<file path="src/rtl/seq_mult_pkg.sv">
// ============================================================================
// Module   : seq_mult_pkg
// Brief    : Shared FSM state encoding and sizing helper for seq_multiplier.
// Revision : 1.0 - initial release
// ============================================================================
`default_nettype none

package seq_mult_pkg;

   typedef enum logic [1:0] {
      IDLE = 2'd0,
      RUN  = 2'd1,
      FIX  = 2'd2,
      DONE = 2'd3
   } state_t;

   // Counter must be able to represent WIDTH itself.
   function automatic int cnt_width(input int w);
      return $clog2(w + 1);
   endfunction

endpackage

`default_nettype wire

</file>
<file path="src/rtl/seq_multiplier_twos_negate.sv">
// ============================================================================
// Module   : twos_negate
// Brief    : Parametrised two's-complement negation (invert and add one).
// Revision : 1.0 - initial release
// ============================================================================
`default_nettype none

module twos_negate #(
   parameter int W = 4
) (
   input  logic [W-1:0] i_val,
   output logic [W-1:0] o_val
);

   assign o_val = ~i_val + W'(1);

endmodule

`default_nettype wire

</file>
<file path="src/rtl/seq_multiplier.sv">
// ============================================================================
// Module   : seq_multiplier
// Brief    : Radix-2 shift-add sequential multiplier, signed or unsigned.
// Revision : 1.0 - initial release
// ============================================================================
`default_nettype none

module seq_multiplier
   import seq_mult_pkg::*;
#(
   parameter int WIDTH     = 4,
   parameter int SIGNED_EN = 1
) (
   input  logic                 clk,
   input  logic                 rst_n,
   input  logic                 start,
   input  logic                 signed_mode,
   input  logic [WIDTH-1:0]     a,
   input  logic [WIDTH-1:0]     b,
   output logic                 busy,
   output logic                 done,
   output logic [2*WIDTH-1:0]   product
);

   localparam int               c_cnt_w = cnt_width(WIDTH);
   localparam logic [c_cnt_w-1:0] c_last = c_cnt_w'(WIDTH - 1);

   state_t                 r_state;
   logic [2*WIDTH:0]       r_acc;
   logic [WIDTH-1:0]       r_mcand;
   logic [c_cnt_w-1:0]     r_cnt;
   logic                   r_sign;

   logic                   w_signed;
   logic [WIDTH-1:0]       w_neg_a;
   logic [WIDTH-1:0]       w_neg_b;
   logic [WIDTH-1:0]       w_mag_a;
   logic [WIDTH-1:0]       w_mag_b;
   logic [2*WIDTH-1:0]     w_neg_p;
   logic [WIDTH:0]         w_sum;
   logic [2*WIDTH:0]       w_step;

   assign w_signed = (SIGNED_EN != 0) && signed_mode;

   twos_negate #(.W(WIDTH)) u_neg_a (
      .i_val (a),
      .o_val (w_neg_a)
   );

   twos_negate #(.W(WIDTH)) u_neg_b (
      .i_val (b),
      .o_val (w_neg_b)
   );

   twos_negate #(.W(2*WIDTH)) u_neg_p (
      .i_val (r_acc[2*WIDTH-1:0]),
      .o_val (w_neg_p)
   );

   // The most negative operand negates to itself, which read unsigned is its magnitude.
   assign w_mag_a = (w_signed && a[WIDTH-1]) ? w_neg_a : a;
   assign w_mag_b = (w_signed && b[WIDTH-1]) ? w_neg_b : b;

   // Multiplier lives in the low half of the accumulator and shifts out as partials shift in.
   assign w_sum  = {1'b0, r_acc[2*WIDTH-1:WIDTH]} + {1'b0, r_mcand};
   assign w_step = r_acc[0] ? {w_sum, r_acc[WIDTH-1:0]} : r_acc;

   always_ff @(posedge clk) begin
      if (!rst_n) begin
         r_state <= IDLE;
         r_acc   <= '0;
         r_mcand <= '0;
         r_cnt   <= '0;
         r_sign  <= 1'b0;
         busy    <= 1'b0;
         done    <= 1'b0;
         product <= '0;
      end else begin
         case (r_state)
            IDLE, DONE: begin
               done <= 1'b0;
               if (start) begin
                  r_acc   <= {{(WIDTH+1){1'b0}}, w_mag_b};
                  r_mcand <= w_mag_a;
                  r_sign  <= w_signed && (a[WIDTH-1] ^ b[WIDTH-1]);
                  r_cnt   <= '0;
                  busy    <= 1'b1;
                  r_state <= RUN;
               end else begin
                  r_state <= IDLE;
               end
            end
            RUN: begin
               r_acc <= w_step >> 1;
               r_cnt <= r_cnt + 1'b1;
               if (r_cnt == c_last) begin
                  r_state <= FIX;
               end
            end
            FIX: begin
               product <= r_sign ? w_neg_p : r_acc[2*WIDTH-1:0];
               busy    <= 1'b0;
               done    <= 1'b1;
               r_state <= DONE;
            end
            default: begin
               r_state <= IDLE;
            end
         endcase
      end
   end

endmodule

`default_nettype wire

</file>
<file path="config.mk">
export PLATFORM = sky130hd
export DESIGN_NAME = seq_multiplier
export DESIGN_NICKNAME = d
export VERILOG_FILES = /design/src/rtl/seq_mult_pkg.sv /design/src/rtl/seq_multiplier_twos_negate.sv /design/src/rtl/seq_multiplier.sv
export SDC_FILE = /design/constraint.sdc
export NUM_CORES = 1
export LEC_CHECK = 0
export CORE_MARGIN = 5
export CORE_UTILIZATION = 50
export CTS_CLUSTER_SIZE = 40
export DETAILED_ROUTE_END_ITERATION = 7
export GPL_ROUTABILITY_DRIVEN = 0
export PLACE_DENSITY = 0.8
export SLEW_MARGIN = 20
export SYNTH_ARGS = -nofsm -noshare
export SYNTH_HDL_FRONTEND = slang
export SYNTH_HIERARCHICAL = 1
export SYNTH_SLANG_ARGS = --single-unit
</file>
<file path="constraint.sdc">
create_clock -name clk -period 1.56 [get_ports clk]
set_input_delay 0.156 -clock clk [delete_from_list [all_inputs] [get_ports clk]]
set_output_delay 0.156 -clock clk [all_outputs]
set_load 0.1 [all_outputs]
</file>
==> metrics <==
nets 263; Synth Flop Type dfxtp_1; largest family of logic cells by synthesized area simple AND/OR/NAND/NOR gates; Critical Path Slowest Stage Cell or4_4; Layout area overhead 33.8%; final hold vios 0; DR vias 1544; worst hold path type input pin to flop; initial antenna violation count 0; Ant. Diodes 0; area fraction in compound gates after synthesis 17.5%; post-route ant nets 0; CTS clock-pin slew for the worst setup and hold paths 0.16 ns; final core occ 70.2%; # DRC 0; crit start category flop; Final Skew 0.00233 ns; leading cell type in the layout, fill and taps excluded dfxtp_1; Crit Path Class flop to flop; gr usage total 16.1%; largest net degree at the start of global routing 17; Total Negative Setup Slacks -0.0461 ns; Post-Syn Area 1780 sq um; Crit path max-delay family simple AND/OR/NAND/NOR gates; Synth Warn # 6; min cycle time layout 1.60 ns; Placed Cells 278; reg2reg start r_acc[1]; CTS Sinks 28; Mapped Cells 202; CP max FO 2; Worst-Margin Slew 0.457 ns; most frequent cells in the layout dfxtp_1, buf_4, nor2_1; Pleak 0.904 nW; setup ws final -0.0353 ns; Die ar. 4850 sq um; # IOs 22; core area 3390 sq um; fmax 627 MHz; Reg2Reg Setup Slack -0.04 ns; reg2reg end product[7]; CP Cell Sequence or4_4 > nor4_4 > xnor2_1 > mux2i_1 > a211oi_1; vias per cell 5.46; CTS buffer count 3; Hold Crit Start a[1]; CTS tree done; Clock Path Buffers 2; first-pass GRT wire length 6390 microns; DR pass1 iterations 4; XOR/XNOR Fraction of Synth Area 5.91%; Initial Util 52.5%; Tot Pwr 4.52 mW; P per Cell Area 1900 nW/um^2; Post-Synth Adder-Cell Area 9.57%; Syn Area/Cell 8.80 sq um; vias in the first global route 1450; mux contribution to synthesized area 8.30%; post-DR wirelength/cell 13.3 microns; Slew Viols, Final 0; async set or reset register ratio after synthesis 0%; site row count 21; Final setup violation count 2; RSZ-0062 raised after global routing yes; #FFs+latches synth 28; CP required 1.83 ns; Buf/Inv on CP 0; period utilization 102%; crit end category flop; final non-filler cell total 283; 1st-iter DRT viols 78; WL final 3780 microns; Clock Latency Late Sink 0.34 ns; syn nets 227; final instance area 2380 sq um; share of layout cells above drive strength 1 27.0%; Post-Place Cell Area 2240 sq um; DIE WIDTH 69.6 microns; Worst Path Arrival 1.87 ns; slowest stage delay, CP 0.55 ns; R2R cell count 5; failing checks setup timing; die span in y 69.6 microns; Post-synth EDFFs 0; HPWL after DPL 2830 microns; Worst Hold End r_mcand[1]; Synth cell types 39; relative slew slack 69.5%; grt ovf 0; CTS root buffer clkbuf_4; fillers 257; I/O Buffers 21; Max-Cap Viols 0; Post-Synth Simple-Gate Area 18.9%; Seq/Total Area, Yosys 31.5%; hold depth 3; status finished with violations; H-tree depth reported by CTS 1; Worst IR Drop VDD 0.874 mV
## what timing repair did
item / in CTS / in global routing
buffers inserted: 0 / 1
hold buffers: 0 / 0
hold endpoints to repair: 0 / 0
pin swaps: 1 / 6
setup endpoints to repair: 9 / 8
resized for setup: 6 / 13
## synthesized netlist by cell type, types with 2 or more instances
master     instances  area, sq um
and3_1             5         31.3
buf_4              4         30.0
mux2i_1           11          110
nand2b_1           4         25.0
buf_2              8         40.0
a211oi_1          13         97.6
nor3_1             3         15.0
a21oi_1           11         55.1
o2111ai_1          2         17.5
o21ai_0            5         25.0
nand3_1           12         60.1
nand2_1           13         48.8
nor3_2             2         20.0
nor2_1            18         67.6
a311oi_1           4         35.0
buf_6              2         22.5
dfxtp_1           28          561
xor2_1             3         26.3
ha_1              12          150
o31ai_2            2         25.0
inv_1             14         52.6
xnor2_1            9         78.8
## logic make-up (layout without fill, tap and decap cells)
group / Yosys count / after routing
multiplexers: 13 / 13
adder cells (fa/ha/maj): 13 / 13
XOR/XNOR: 12 / 12
flip-flops: 28 / 28
AND/OR/NAND/NOR: 63 / 63
AO/OA/AOI/OAI: 44 / 44
buffers and inverters: 29 / 64
## registers in the layout, summed over array words and instances (netlist names)
| register | flops |
|---|---|
| product | 8 |
| r_state | 2 |
| r_cnt | 3 |
| r_acc | 8 |
| r_mcand | 4 |
| done | 1 |
| busy | 1 |
| r_sign | 1 |
## per-stage QoR
| step | setup slack, ns | hold slack (ns) |
|---|---|---|
| after floorplan | 0.0253 | 0.308 |
| after global placement | -0.0532 | 0.446 |
| after detailed placement | -0.0818 | 0.472 |
| after CTS | -0.0255 | 0.447 |
| after global routing | -0.118 | 0.453 |
| final | -0.0353 | 0.453 |
## layout make-up
type | instances | area (sq um) | share of cell area [%]
multi-input combinational | 145 | 1120 | 47.2
clock inverter | 1 | 30.0 | 1.26
timing repair buffer | 46 | 526 | 22.1
tap | 46 | 57.6 | 2.42
sequential | 28 | 568 | 23.9
clock buffer | 3 | 22.5 | 0.946
inverter | 14 | 52.6 | 2.21
## worst min-delay path, stage by stage
cell and delay, ns:
clkdlybuf4s50_1 0.46, nand2_1 0.08, a311oi_1 0.08
## power by group
part / total (mW) / internal (mW) / switching, mW / leakage, nW
combinational: 2.94 / 1.31 / 1.62 / 0.645
sequential: 1.10 / 0.919 / 0.177 / 0.231
clock: 0.493 / 0.260 / 0.232 / 0.0279
total: 4.52 / 2.49 / 2.03 / 0.904
## how the worst max path moves through the flow
stage	end	cells after the start	startpoint	slack [ns]
global placement	r_acc[2]	7	b[0]	-0.05
detailed placement	r_acc[2]	7	b[0]	-0.08
CTS	product[5]	5	r_acc[1]	-0.03
floorplan	r_acc[6]	7	r_state[0]	0.03
finish	product[7]	5	r_acc[1]	-0.04
global route	product[7]	5	r_acc[1]	-0.12
## per-layer routing
metal | routed length (microns) | share of wire [%] | GRT usage (%)
met1 | 1590 | 42 | 18.5
met2 | 1830 | 48 | 27.8
met3 | 255 | 6.8 | 3.77
met4 | 102 | 2.7 | 7.87
met5 | 0 | 0 | 0
(Power assumes the default switching activity.)
